**src/rtl/ex_stage_pkg.sv**
```systemverilog
// Shared definitions for the execute stage: ALU opcodes, multiply FSM states, flag bit positions.
package ex_stage_pkg;

    localparam logic [3:0] OP_ADD  = 4'd0;
    localparam logic [3:0] OP_SUB  = 4'd1;
    localparam logic [3:0] OP_AND  = 4'd2;
    localparam logic [3:0] OP_OR   = 4'd3;
    localparam logic [3:0] OP_XOR  = 4'd4;
    localparam logic [3:0] OP_NOT  = 4'd5;
    localparam logic [3:0] OP_SHL  = 4'd6;
    localparam logic [3:0] OP_SHR  = 4'd7;
    localparam logic [3:0] OP_SRA  = 4'd8;
    localparam logic [3:0] OP_PASSA = 4'd9;
    localparam logic [3:0] OP_PASSB = 4'd10;
    localparam logic [3:0] OP_SLT  = 4'd11;
    localparam logic [3:0] OP_MUL  = 4'd12;

    typedef enum logic [1:0] {
        ST_IDLE = 2'd0,
        ST_MUL  = 2'd1,
        ST_DONE = 2'd2
    } exState_t;

    // Positions inside the {Z,N,C,V} flag vector
    localparam int FLAG_Z = 3;
    localparam int FLAG_N = 2;
    localparam int FLAG_C = 1;
    localparam int FLAG_V = 0;

endpackage

```
**src/rtl/ex_stage_alu.sv**
```systemverilog
// Combinational ALU for all single-cycle ops. MUL and the reserved codes yield result 0, flags 0;
// the multiply is handled iteratively by the enclosing stage.
module ex_stage_alu
    import ex_stage_pkg::*;
#(
    parameter int DATA_W = 16
) (
    input  logic [DATA_W-1:0] a,
    input  logic [DATA_W-1:0] b,
    input  logic [3:0]        aluOp,
    output logic [DATA_W-1:0] result,
    output logic [3:0]        flags
);

    localparam int MSB = DATA_W - 1;

    logic [DATA_W:0] wide;
    logic            carry;
    logic            ovf;
    logic            known;

    // Operation select; carry/overflow only come from the add/subtract paths
    always_comb begin
        wide   = '0;
        result = '0;
        carry  = 1'b0;
        ovf    = 1'b0;
        known  = 1'b1;
        case (aluOp)
            OP_ADD: begin
                wide   = {1'b0, a} + {1'b0, b};
                result = wide[DATA_W-1:0];
                carry  = wide[DATA_W];
                ovf    = (a[MSB] == b[MSB]) && (result[MSB] != a[MSB]);
            end
            OP_SUB: begin
                wide   = {1'b0, a} - {1'b0, b};
                result = wide[DATA_W-1:0];
                carry  = ~wide[DATA_W];
                ovf    = (a[MSB] != b[MSB]) && (result[MSB] != a[MSB]);
            end
            OP_AND:   result = a & b;
            OP_OR:    result = a | b;
            OP_XOR:   result = a ^ b;
            OP_NOT:   result = ~a;
            OP_SHL:   result = a << b[3:0];
            OP_SHR:   result = a >> b[3:0];
            OP_SRA:   result = $unsigned($signed(a) >>> b[3:0]);
            OP_PASSA: result = a;
            OP_PASSB: result = b;
            OP_SLT:   result = {{(DATA_W-1){1'b0}}, ($signed(a) < $signed(b))};
            default:  known  = 1'b0;
        endcase

        flags = '0;
        if (known) begin
            flags[FLAG_Z] = (result == '0);
            flags[FLAG_N] = result[MSB];
            flags[FLAG_C] = carry;
            flags[FLAG_V] = ovf;
        end
    end

endmodule

```
**src/rtl/ex_stage.sv**
```systemverilog
// Execute stage: single-cycle ALU ops plus an iterative shift-add multiplier, feeding the
// EX/MEM output register. While a multiply runs, o_busy holds the ID/EX latch.
module ex_stage
    import ex_stage_pkg::*;
#(
    parameter int DATA_W   = 16,
    parameter int MUL_BITS = 1
) (
    input  logic              clk,
    input  logic              rst,
    input  logic              in_valid,
    input  logic [DATA_W-1:0] readData0,
    input  logic [DATA_W-1:0] readData1,
    input  logic [3:0]        ALUOp,
    input  logic              ReadMem,
    input  logic              WriteMem,
    input  logic [DATA_W-1:0] DataIn,
    input  logic [1:0]        quarter,
    input  logic              write,
    input  logic [4:0]        writeReg,
    input  logic              flush,
    input  logic              mem_stall,
    output logic              o_busy,
    output logic              o_valid,
    output logic [DATA_W-1:0] o_aluResult,
    output logic [3:0]        o_flags,
    output logic              o_ReadMem,
    output logic              o_WriteMem,
    output logic [DATA_W-1:0] o_DataIn,
    output logic [1:0]        o_quarter,
    output logic              o_write,
    output logic [4:0]        o_writeReg
);

    localparam int STEPS = DATA_W / MUL_BITS;
    localparam int CNT_W = (STEPS > 1) ? $clog2(STEPS) : 1;
    localparam logic [CNT_W-1:0] CNT_LAST = CNT_W'(STEPS - 1);

    exState_t          state, stateNext;
    logic              accept, mulAccept, mulStep, mulLoad;
    logic [DATA_W-1:0] mulA, mulB, acc, partial;
    logic [CNT_W-1:0]  cnt;
    logic [DATA_W-1:0] aluResult;
    logic [3:0]        aluFlags, mulFlags;

    logic              hReadMem, hWriteMem, hWrite;
    logic [DATA_W-1:0] hDataIn;
    logic [1:0]        hQuarter;
    logic [4:0]        hWriteReg;

    ex_stage_alu #(.DATA_W(DATA_W)) uAlu (
        .a      (readData0),
        .b      (readData1),
        .aluOp  (ALUOp),
        .result (aluResult),
        .flags  (aluFlags)
    );

    assign accept    = in_valid && (state == ST_IDLE) && !mem_stall && !flush;
    assign mulAccept = accept && (ALUOp == OP_MUL);
    // Multiplicand pre-shifted, so each step only needs the low MUL_BITS of the multiplier
    assign partial   = mulA * DATA_W'(mulB[MUL_BITS-1:0]);

    // Multiply result flags: Z/N only
    always_comb begin
        mulFlags         = '0;
        mulFlags[FLAG_Z] = (acc == '0);
        mulFlags[FLAG_N] = acc[DATA_W-1];
    end

    // FSM state register
    always_ff @(posedge clk) begin
        if (rst) state <= ST_IDLE;
        else     state <= stateNext;
    end

    // FSM next-state; flush wins over everything but reset
    always_comb begin
        stateNext = state;
        case (state)
            ST_IDLE: if (mulAccept) stateNext = ST_MUL;
            ST_MUL:  if (cnt == '0) stateNext = ST_DONE;
            ST_DONE: if (!mem_stall) stateNext = ST_IDLE;
            default: stateNext = ST_IDLE;
        endcase
        if (flush) stateNext = ST_IDLE;
    end

    // FSM outputs
    always_comb begin
        o_busy  = (state != ST_IDLE);
        mulStep = (state == ST_MUL);
        mulLoad = (state == ST_DONE) && !mem_stall && !flush;
    end

    // Multiplier datapath: operand/control capture on accept, one partial-product step per cycle
    always_ff @(posedge clk) begin
        if (rst) begin
            mulA      <= '0;
            mulB      <= '0;
            acc       <= '0;
            cnt       <= '0;
            hReadMem  <= 1'b0;
            hWriteMem <= 1'b0;
            hDataIn   <= '0;
            hQuarter  <= '0;
            hWrite    <= 1'b0;
            hWriteReg <= '0;
        end else if (mulAccept) begin
            mulA      <= readData0;
            mulB      <= readData1;
            acc       <= '0;
            cnt       <= CNT_LAST;
            hReadMem  <= ReadMem;
            hWriteMem <= WriteMem;
            hDataIn   <= DataIn;
            hQuarter  <= quarter;
            hWrite    <= write;
            hWriteReg <= writeReg;
        end else if (mulStep && !flush) begin
            acc  <= acc + partial;
            mulA <= mulA << MUL_BITS;
            mulB <= mulB >> MUL_BITS;
            if (cnt != '0) cnt <= cnt - CNT_W'(1);
        end
    end

    // EX/MEM register: flush > mem_stall > multiply completion > single-cycle accept > bubble
    always_ff @(posedge clk) begin
        if (rst) begin
            o_valid     <= 1'b0;
            o_aluResult <= '0;
            o_flags     <= '0;
            o_ReadMem   <= 1'b0;
            o_WriteMem  <= 1'b0;
            o_DataIn    <= '0;
            o_quarter   <= '0;
            o_write     <= 1'b0;
            o_writeReg  <= '0;
        end else if (flush) begin
            if (!mem_stall) o_valid <= 1'b0;
        end else if (mem_stall) begin
            o_valid <= o_valid;
        end else if (mulLoad) begin
            o_valid     <= 1'b1;
            o_aluResult <= acc;
            o_flags     <= mulFlags;
            o_ReadMem   <= hReadMem;
            o_WriteMem  <= hWriteMem;
            o_DataIn    <= hDataIn;
            o_quarter   <= hQuarter;
            o_write     <= hWrite;
            o_writeReg  <= hWriteReg;
        end else if (accept && !mulAccept) begin
            o_valid     <= 1'b1;
            o_aluResult <= aluResult;
            o_flags     <= aluFlags;
            o_ReadMem   <= ReadMem;
            o_WriteMem  <= WriteMem;
            o_DataIn    <= DataIn;
            o_quarter   <= quarter;
            o_write     <= write;
            o_writeReg  <= writeReg;
        end else begin
            o_valid <= 1'b0;
        end
    end

endmodule

```
**config.mk**
```make
export PLATFORM = sky130hd
export DESIGN_NAME = ex_stage
export DESIGN_NICKNAME = d
export VERILOG_FILES = /design/src/rtl/ex_stage_pkg.sv /design/src/rtl/ex_stage_alu.sv /design/src/rtl/ex_stage.sv
export SDC_FILE = /design/constraint.sdc
export NUM_CORES = 1
export LEC_CHECK = 0
export CORE_MARGIN = 10
export CORE_UTILIZATION = 53
export DETAILED_ROUTE_END_ITERATION = 6
export PLACE_DENSITY = 0.79
export SYNTH_ARGS = -nofsm -noshare
export SYNTH_HDL_FRONTEND = slang
export SYNTH_SLANG_ARGS = --single-unit
```
**constraint.sdc**
```tcl
create_clock -name clk -period 4.95 [get_ports clk]
set_clock_uncertainty 0.2 [all_clocks]
set_input_delay 1.485 -clock clk [delete_from_list [all_inputs] [get_ports clk]]
set_output_delay 1.485 -clock clk [all_outputs]
set_load 0.01 [all_outputs]
```
Yosys cells after proc, flatten, opt, wreduce, memory -nomap -nowiden
Index checks and enable logic that the tools add are counted.
{"block": "op_classes", "magnitude_cmp": 1, "n_mux": 37, "shift": 3, "bitwise": 7, "mul": 1, "n_eq_ne": 21, "addsub": 4, "n_reduce_logical": 29}
{"cell": "one-hot mux 16 bit (12 select lines)", "n": 1}
{"cell": "2-to-1 mux 16 bit", "n": 8}
{"cell": "zero test 16 bit", "n": 2}
{"cell": "2-to-1 mux 4 bit", "n": 6}
{"cell": "== test 4 bit, second input constant", "n": 5}
{"cell": "adder 16 x 16 -> 17 bit", "n": 1}
{"cell": "subtractor 16 x 16 -> 17 bit", "n": 1}
{"cell": "adder 16 bit", "n": 1}
{"cell": "AND 16 bit", "n": 1}
{"cell": "== test 4 x 3 -> 1 bit, second input constant", "n": 4}
{"cell": "< comparator 16 bit", "n": 1}
{"cell": "multiplier 16 x 1 -> 16 bit", "n": 1}
{"cell": "NOT 16 bit", "n": 1}
{"cell": "OR 16 bit", "n": 1}
{"cell": "<< shifter 16 x 4 -> 16 bit", "n": 1}
{"cell": ">> shifter 16 x 4 -> 16 bit", "n": 1}
{"cell": ">>> shifter 16 x 4 -> 16 bit", "n": 1}
{"cell": "XOR 16 bit", "n": 1}
{"cell": "2-to-1 mux 1 bit", "n": 12}
{"cell": "OR reduction 12 bit", "n": 1}
{"cell": "logical AND 1 bit", "n": 10}
{"cell": "2-to-1 mux 2 bit", "n": 5}
{"cell": "2-to-1 mux 5 bit", "n": 2}
{"cell": "== test 4 x 2 -> 1 bit, second input constant", "n": 2}
{"cell": "other kinds (19)", "n": 33}
{"block": "word_totals", "out_inout_bits": 48, "regBits": 127, "in_bits": 67}

Longest topological paths before layout
{"block": "logic_depth", "ltp_word": 11, "ltp_mapped": 14}

Modules after synthesis
A second synthesis with hierarchy kept.
{"block": "hier_totals", "hier_cells": 1372, "hier_area_um2": 10980.5}
{"mod": "ex_stage", "n_inst": 1, "area_each_um2": 6012.0, "seq_area_each_um2": 2542.4, "cells_per_inst": 704}
{"mod": "ex_stage_alu", "n_inst": 1, "area_each_um2": 4968.5, "seq_area_each_um2": 0.0, "cells_per_inst": 668}

Least setup slack after synthesis
OpenSTA, ideal clock, no wires.
{"block": "synth_timing", "kind": "input to register", "start": "input port readData1[2]", "end": "register o_flags[3]", "path_stages": 14, "slack_ps": -255, "t_required_ps": 4663, "n_path_buf": 3, "arrival_time_ps": 4918, "path_cell_list": "inv_1 -> buf_1 -> clkbuf_1 -> ha_1 -> clkbuf_1 -> nand2b_1 -> a221oi_1 -> o21ai_1 -> o211ai_1 -> nand4_1 -> a311o_1 -> or3_1 -> or4_1 -> o31ai_1"}
{"block": "synth_via", "elab_chain_len": 6, "word_cells_on_any_way": 14, "classes_between": "2 x add/sub; 1 x order compare; 3 x shift; 4 x mux; 3 x bitwise; 1 x reduce/logical"}
{"element": "start, declared", "line_no": "ex_stage.sv:13", "text": "input logic [DATA_W-1:0] readData1,"}
{"element": "subtractor 16 x 16 -> 17 bit (tied with other cells)", "line_no": "ex_stage_alu.sv:37", "text": "wide = {1'b0, a} - {1'b0, b};"}
{"element": "one-hot mux 16 bit (12 select lines) *", "line_no": "ex_stage_alu.sv:29", "text": "case (aluOp)"}
{"element": "zero test 16 bit *", "line_no": "ex_stage_alu.sv:57", "text": "flags[FLAG_Z] = (result == '0);"}
{"element": "2-to-1 mux 4 bit *", "line_no": "ex_stage_alu.sv:56", "text": "if (known) begin"}
{"element": "2-to-1 mux 4 bit *", "line_no": "ex_stage.sv:154", "text": "end else if (accept && !mulAccept) begin"}
{"element": "2-to-1 mux 4 bit *", "line_no": "ex_stage.sv:144", "text": "end else if (mulLoad) begin"}
{"element": "end signal, assigned", "line_no": "ex_stage.sv:147", "text": "o_flags <= mulFlags;"}
{"element": "end signal, assigned", "line_no": "ex_stage.sv:157", "text": "o_flags <= aluFlags;"}
{"element": "end, declared", "line_no": "ex_stage.sv:26", "text": "output logic [3:0] o_flags,"}
Every way passes the cells marked *; elsewhere a longest branch is shown, timed or not. The select of a mux whose other input is x is not followed.
A chain may end at the register's enable or synchronous reset.

Worst setup path in the final report
{"block": "layout_timing", "start": "input port readData0[0]", "end": "register o_flags[3]"}
{"block": "layout_via", "elab_chain_len": 6, "word_cells_on_any_way": 15, "classes_between": "2 x add/sub; 1 x order compare; 3 x shift; 4 x mux; 4 x bitwise; 1 x reduce/logical"}
{"element": "start, declared", "line_no": "ex_stage.sv:12", "text": "input logic [DATA_W-1:0] readData0,"}
{"element": "subtractor 16 x 16 -> 17 bit (tied with other cells)", "line_no": "ex_stage_alu.sv:37"}
{"element": "one-hot mux 16 bit (12 select lines) *", "line_no": "ex_stage_alu.sv:29"}
{"element": "zero test 16 bit *", "line_no": "ex_stage_alu.sv:57"}
{"element": "2-to-1 mux 4 bit *", "line_no": "ex_stage_alu.sv:56"}
{"element": "2-to-1 mux 4 bit *", "line_no": "ex_stage.sv:154"}
{"element": "2-to-1 mux 4 bit *", "line_no": "ex_stage.sv:144"}
Marks and branches as above.

==> metrics list <==
- The HPWL after detailed placement is 32800 µm.
- DP Cell Count: a little under 2k
* Share of final-layout standard cells stronger than drive strength 1: roughly a fifth
* Wire length of the first global-routing pass: approximately 67000 µm
- Count of max-cap constraint violations: 0
- Endpoints failing hold: 0
* Largest vdd supply drop: 0.247 mV
- Compared with the post-synthesis result, the final layout area differs by 36.1%.
- The run finished with clean final reports.
- Die Area: about 26000 µm²
- The synthesized netlist devotes a little under a quarter of its cell area to simple gates.
- Walking the worst path, the cells encountered are clkdlybuf4s50_1 -> inv_1 -> ha_1 -> inv_1 -> fa_1 -> a222oi_1 -> nand3_1 -> a311oi_2 -> o211ai_1 -> or4b_4 -> or4_4 -> o31ai_2.
- Number of vias in the routed layout: 12.3k
* Switching power: slightly above 1 mW
- Area share of fa/ha/maj cells after synthesis: about 9.0%
- Top cells by area, synth: sky130_fd_sc_hd__dfxtp_1 24%, sky130_fd_sc_hd__ha_1 8.4%, sky130_fd_sc_hd__nand2_1 8.0%, sky130_fd_sc_hd__a21oi_1 7.4%, sky130_fd_sc_hd__nor2_1 4.1%
* Final std cell area, no fill: ~14000 µm²
- In this run the tool buffered the top-level ports with roughly 110 buffer cells.
- 0 antenna diodes ended up in the layout.
* CTS HTree Levels: 4
- After floorplanning, the core was sized to cover a little under 20000 µm².
- Switching Fraction: 31.8%
- Launch instance of the worst min-delay path: mulB[6]
* Final setup fails: 0
* Synthesized area per cell: approximately 7.4 µm²
- Once detail routing completed, the nets flagged for antenna violations numbered 0.
- CTS clk-pin slew, worst paths: roughly 0.06 ns
- Share of total power in sequential cells: around 32%
* Root Buffer: sky130_fd_sc_hd__clkbuf_16
- Buffer and inverter count on the worst path: 3
* Dominant register cell in the synthesized netlist: sky130_fd_sc_hd__dfxtp_1
- After detailed routing, the average wire length per cell comes to approximately 22 µm.
- The clock passes through at most 2 buffers.
- The worst register-to-register path begins at mulB[0].
* Number of iterations in the first detailed-routing pass: 5
- TritonCTS built the clock tree.
- Timing would allow up to around 210 MHz.
* Int Pwr: between 2 and 2.5 mW
* Instance area at placement: approximately 13000 µm²
- Clk pwr share: 40.0%
- Kind of end point of the critical path: flip-flop
* Die Width: about 160 µm
- Portion of netlist area occupied by mux cells: around 7.3%
- Vert. Die Dim: about 160 µm
- The number of max-slew violations in the final report was 0.
* Syn nets: 1549
- Counting I/O delays and the setup requirement, the final critical path takes 4.85 ns.
- Among all stages on the critical path, the largest delay is contributed by sky130_fd_sc_hd__or4b_4.
- Synthesis inferred 127 register bits.
- Proportion of power drawn by combinational gates: between 20% and 30%
- Placer Congestion: around 1.1
- Post-synthesis instance area: 10400 µm²
- EDFF count, synth: 0
* Insertion delay of the later-clocked pin in the worst-skew pair: about 0.42 ns
- The cell count after synthesis came out at 1409.
* Synth Area in Compound Gates: between 20 and 30%
- Count of boundary I/O pins: 115
- Across every metal layer, demand over resource in global routing totals around a third.
* Fraction of registers with async set or reset after synthesis: 0%
- Pin count of the biggest net entering global routing: 74
- Initial antenna violation count: 0
- Vias in the first global route: 11.9k
- Nets: around 1.8k
- Arrival time at the worst endpoint: about 5 ns
- Number of warning messages in the yosys log: 0
* Number of distinct standard cells referenced by the synthesized netlist: 85
- The share of the Yosys chip area taken by registers is roughly a quarter.
- STA classifies the critical path startpoint as a primary input.
* Routed wire length: between 40000 and 50000 µm
* Worst min-delay path class: flip-flop to flip-flop
* Gate family responsible for the most delay along the worst path: simple AND/OR/NAND/NOR gates
- Counting every sink on the clock net gives 127.
- Number of fill cells: 1588
* Setup repair after global routing missed its margin: no
* GRT Residual Overflow: 0
* Required time worst endpoint: a little over 5 ns
- Yosys instantiated no cell more often than sky130_fd_sc_hd__nand2_1.
- The number of setup buffers added after CTS is 0.
- Final instance count without filler cells: ~2.0k
- Crit path launch: readData0[0]
- Cell type with the largest total area after synthesis: sky130_fd_sc_hd__dfxtp_1
- Leakage component of the power: approximately 5.8 nW
- Counting stages on the worst path, the most repeated cell is sky130_fd_sc_hd__inv_1.
- Power density normalized to cell area: 231 nW/µm²
- Initial Utilization: 53.7%
- Via-to-Cell Ratio: 6.22
* Number of remaining DRC errors: 0
- CTS Buf Count: 17
- After Yosys synthesis, XOR and XNOR cells account for between 1.5 and 2% of the synthesized area.
- For the pin with the worst max-slew slack, the measured transition is ~1.3 ns.
* Number of placement rows: 51
- Portion of synthesized cell area occupied by the leading cell type: around a quarter
- Crit Path Class: primary input to flip-flop
- Main combinational cell family by area after synthesis: compound AO/OA/AOI/OAI gates
* Top fanout value on the critical path: 3
- Worst slew slack as a fraction of its limit: 11.0%
- Final Power: around 3.3 mW
- For this run, the slowest stage of the critical path takes between 0.5 and 0.6 ns.
* Post-synth top cells: 220 x sky130_fd_sc_hd__nand2_1, 154 x sky130_fd_sc_hd__a21oi_1, 127 x sky130_fd_sc_hd__dfxtp_1
- Post-route setup TNS: 0 ns
* Initial drt markers: 1310
* Final critical-path share of the clock period: a little over nine tenths
[kinds of logic after synthesis]
logic type | after synthesis
AOI/OAI and AO/OA | 438
xor gates and xnor gates | 19
adders and majority gates | 73
buffers and inverters | 166
DFF | 127
muxes | 61
and+or+nand+nor | 525
[worst min-delay path: stages, from the launching register on]
cell                      delay [ns]
sky130_fd_sc_hd__dfxtp_1        0.31
sky130_fd_sc_hd__nand2_1        0.05
sky130_fd_sc_hd__a21oi_1        0.05
[path summary, 6_finish.rpt]
path	to	slack, ns	depth (start not counted)
worst max-delay path	o_flags[3]	0.1	12
worst min-delay path	mulB[6]	0.25	2
worst max register to register	acc[14]	1.50	13
worst min register to register	mulB[6]	0.25	2
[state kept, by name, indices dropped and copies added, names as in the netlist]
name         cells
o_DataIn        16
o_flags          4
hReadMem         1
hQuarter         2
o_aluResult     16
mulA            16
o_quarter        2
cnt              4
o_write          1
o_writeReg       5
state            2
hWriteMem        1
o_ReadMem        1
hWrite           1
o_WriteMem       1
acc             16
mulB            16
hWriteReg        5
o_valid          1
hDataIn         16
[placed cells by master (no fill, tap or decap), types with 8 or more instances in the layout]
cell type | synthesis | final
sky130_fd_sc_hd__xnor2_1 | 13 | 13
sky130_fd_sc_hd__nand3_1 | 34 | 34
sky130_fd_sc_hd__nand2b_1 | 16 | 16
sky130_fd_sc_hd__o21a_1 | 9 | 9
sky130_fd_sc_hd__ha_1 | 70 | 70
sky130_fd_sc_hd__a22oi_1 | 45 | 45
sky130_fd_sc_hd__o22ai_1 | 14 | 14
sky130_fd_sc_hd__clkdlybuf4s50_1 | 0 | 110
sky130_fd_sc_hd__a311oi_1 | 18 | 16
sky130_fd_sc_hd__a21o_1 | 11 | 11
sky130_fd_sc_hd__clkbuf_16 | 0 | 17
sky130_fd_sc_hd__inv_1 | 51 | 51
sky130_fd_sc_hd__nor4_1 | 16 | 13
sky130_fd_sc_hd__o21ai_0 | 45 | 45
sky130_fd_sc_hd__a221oi_1 | 10 | 8
sky130_fd_sc_hd__and2_1 | 19 | 19
sky130_fd_sc_hd__or3_1 | 9 | 9
sky130_fd_sc_hd__nand2_1 | 220 | 220
sky130_fd_sc_hd__o221ai_1 | 8 | 8
sky130_fd_sc_hd__a211oi_1 | 14 | 13
sky130_fd_sc_hd__dfxtp_1 | 127 | 127
sky130_fd_sc_hd__a21oi_1 | 154 | 153
sky130_fd_sc_hd__mux4_2 | 9 | 9
sky130_fd_sc_hd__o211ai_1 | 14 | 14
sky130_fd_sc_hd__o21bai_1 | 8 | 8
sky130_fd_sc_hd__mux2_2 | 10 | 10
sky130_fd_sc_hd__a31oi_1 | 19 | 18
sky130_fd_sc_hd__mux2i_1 | 38 | 38
sky130_fd_sc_hd__nor2_1 | 114 | 113
sky130_fd_sc_hd__nor3_1 | 34 | 34
sky130_fd_sc_hd__nor2b_1 | 18 | 18
sky130_fd_sc_hd__buf_4 | 0 | 264
[through the flow]
stage	hold slack [ns]	util [%]	worst slack (ns)
2_1_floorplan	0.236	-	0.0318
3_3_place_gp	0.241	69.6	-0.341
3_5_place_dp	0.247	69.6	-0.515
4_1_cts	0.255	72.8	0.0123
5_1_grt	0.270	73.1	0.00490
6_report	0.254	73.1	0.0963
[final cells by class]
class	instances	area, µm²	area share [%]
Multi-Input combinational cell	1116	7280	51.5
Timing Repair Buffer	380	3170	22.5
Sequential cell	127	2540	18.0
Clock buffer	18	429	3.04
Tap cell	265	332	2.35
Inverter	54	203	1.43
Clock inverter	14	173	1.22
[power groups by stage]
stage | Combinational [mW] | Sequential, mW | Clock (mW)
3_5_place_dp | 0.872 | 1.07 | 0
2_1_floorplan | 0.418 | 1.07 | 0
3_3_place_gp | 0.866 | 1.07 | 0
5_1_grt | 0.966 | 1.05 | 1.35
6_report | 0.912 | 1.05 | 1.31
4_1_cts | 0.883 | 1.05 | 1.31
[what timing repair did]
| action | in CTS | in global routing |
|---|---|---|
| hold buffers | 0 | 0 |
| gates resized for setup | 2 | 13 |
| endpoints found under the setup margin | 1 | 3 |
| pin swaps | 0 | 7 |
[routing by layer]
layer	wire length (µm)	global-route usage (%)	part of all wire, %	up-vias
li1	-	-	-	5705
met1	17600	42.0	41	5834
met2	19800	51.7	47	632
met3	3730	5.86	8.8	107
met4	1400	10.9	3.3	0
met5	0	0	0	-
(Power assumes the default switching activity.)
==> patch, RTL diff (same settings) <==
Make the reset (`rst`) asynchronous in 3 clocked blocks.
--- a/src/rtl/ex_stage.sv
+++ b/src/rtl/ex_stage.sv
@@ -69,7 +69,7 @@
     end
 
     // FSM state register
-    always_ff @(posedge clk) begin
+    always_ff @(posedge clk or posedge rst) begin
         if (rst) state <= ST_IDLE;
         else     state <= stateNext;
     end
@@ -94,7 +94,7 @@
     end
 
     // Multiplier datapath: operand/control capture on accept, one partial-product step per cycle
-    always_ff @(posedge clk) begin
+    always_ff @(posedge clk or posedge rst) begin
         if (rst) begin
             mulA      <= '0;
             mulB      <= '0;
@@ -126,7 +126,7 @@
     end
 
     // EX/MEM register: flush > mem_stall > multiply completion > single-cycle accept > bubble
-    always_ff @(posedge clk) begin
+    always_ff @(posedge clk or posedge rst) begin
         if (rst) begin
             o_valid     <= 1'b0;
             o_aluResult <= '0;
Formal check against the unedited RTL: differs if rst is asserted again (counterexample within 4 cycles, from zero or initial values and one cycle with rst high); with rst held inactive, the same outputs for 4 cycles.
==> patch against the unedited design <==
Wire length shrank 5.8%; critical path type unchanged; worst hold slack gained 0.021 ns; the run now ends with DRC left; sequential share of layout area grew 5.4 points; first-iteration DRC count grew 12%; sequential cell count is the same; total power grew 13%; design area shrank 3.8%; setup slack gained 0.11 ns; area after synthesis grew 2.4%; final cell count shrank 12%.
==> patch: results (changes against the unedited design) <==
Placed cell area - 13,000 um^2 (was 13,500 um^2)
Post-synthesis cell count - 1,260 (was 1,409)
DRT iter0 DRCs - 1,463 (was 1,310)
Top FF cell, synth - dfrtp_1 (was dfxtp_1)
Gpl congestion - 1.02 (was 1.05)
FF-to-FF Start - mulB[0] (unchanged)
Reg2reg setup slack - 1.14 ns (was 1.50 ns)
R2R depth - 12 (was 13)
Vias/cell - 6.47 (was 6.22)
Worst Path Arrival - 4.91 ns (was 4.99 ns)
Post-synth top cells - nand2_1, nor2_1, dfrtp_1, ha_1, o21ai_0 (was nand2_1, a21oi_1, dfxtp_1, nor2_1, clkbuf_1)
Status - finished, violations left (was finished clean)
First-pass iteration count of the detailed router - 7 (was 5)
Post-synth ARST share - 100% (was 0%)
Register area share after synthesis - 29.9% (was 24.5%)
First-pass GRT wire length - 62.5 mm (was 66.6 mm)
# DRC - 3 (was 0)
Pin count of the biggest net entering global routing - 70 (was 74)
Failing checks - DRC
Placed insts - 1,704 (was 1,942)
Layout cells sized above 1 - 18.4% (was 21.2%)
Reg-to-Reg End - acc[12] (was acc[14])
Slew HR - 27.3% (was 11.0%)
Initial antenna violation count - 1 (was 0)
Ranking of synthesized cells by area - dfrtp_1, ha_1, nand2_1 (was dfxtp_1, ha_1, nand2_1)
## patch: cell types whose count changed in the layout (fill, tap and decap cells not counted), sizes merged, moves of 22 or more
cell	change
o21ai	+22
nand2	-78
dfrtp	+127
a21oi	-97
buf	-107
mux2	+25
dfxtp	-127
## patch: layout make-up
cell class | count | area, um^2
Antenna cell | 1 | 2.50
Clock buffer | 19 | 443
Clock inverter | 13 | 154
Fill cell | 1577 | 6000
Inverter | 55 | 210
Multi-Input combinational cell | 983 | 6860
Sequential cell | 127 | 3180
Tap cell | 265 | 332
Timing Repair Buffer | 274 | 2410
## patch: cells by family after synthesis
kind of cell	Yosys count	share of synthesized area [%]
adders and majority gates	73	8.80
AOI/OAI and AO/OA	377	24.8
muxes	85	10.2
buffers and inverters	150	5.96
xor gates and xnor gates	17	1.40
and+or+nand+nor	431	19.0
DFF	127	29.9
## patch: through the flow
stage	TNS [ns]	util [%]
finish	0	69.4
detailed placement	-0.396	66.3
floorplan	0	-
CTS	0	69.3
global route	0	69.4
global placement	-0.219	66.3
## patch: metal layers
| metal | part of all wire, % | GRT usage (%) |
|---|---|---|
| met3 | 8.3 | 5.34 |
| met1 | 40 | 37.8 |
| met2 | 48 | 49.4 |
| met4 | 4.0 | 12.6 |
| met5 | 0 | 0 |
## patch: repair_timing
action	in CTS	in global routing
buffers inserted	0	0
gates resized for setup	0	1
endpoints found under the setup margin	0	1
hold buffers	0	0
## patch: power by group
part / total (mW) / switching [mW] / internal (mW) / leakage [nW]
combinational: 1.12 / 0.588 / 0.537 / 4.33
clock: 1.28 / 0.515 / 0.766 / 0.290
sequential: 1.29 / 0.104 / 1.19 / 1.62
## patch: how the worst max path moves through the flow
stage | endpoint | slack, ns | cells after the start
final | o_flags[3] | 0.21 | 14
after global routing | o_flags[3] | 0.007 | 14
after CTS | o_flags[3] | 0.20 | 15
after detailed placement | o_flags[3] | -0.23 | 15
after global placement | o_flags[3] | -0.11 | 14
after floorplan | o_aluResult[15] | 0.18 | 13
## patch: worst max-delay path, cell delays in order
cell             delay (ns)
clkdlybuf4s50_1        0.45
inv_1                  0.09
ha_1                   0.17
inv_1                  0.06
fa_1                   0.39
nor2b_1                0.16
o21ai_1                0.37
a211oi_2               0.16
nor2_1                 0.19
o221a_2                0.21
o2111ai_1              0.16
or4_1                  0.58
nor4_2                 0.29
a21o_1                 0.14
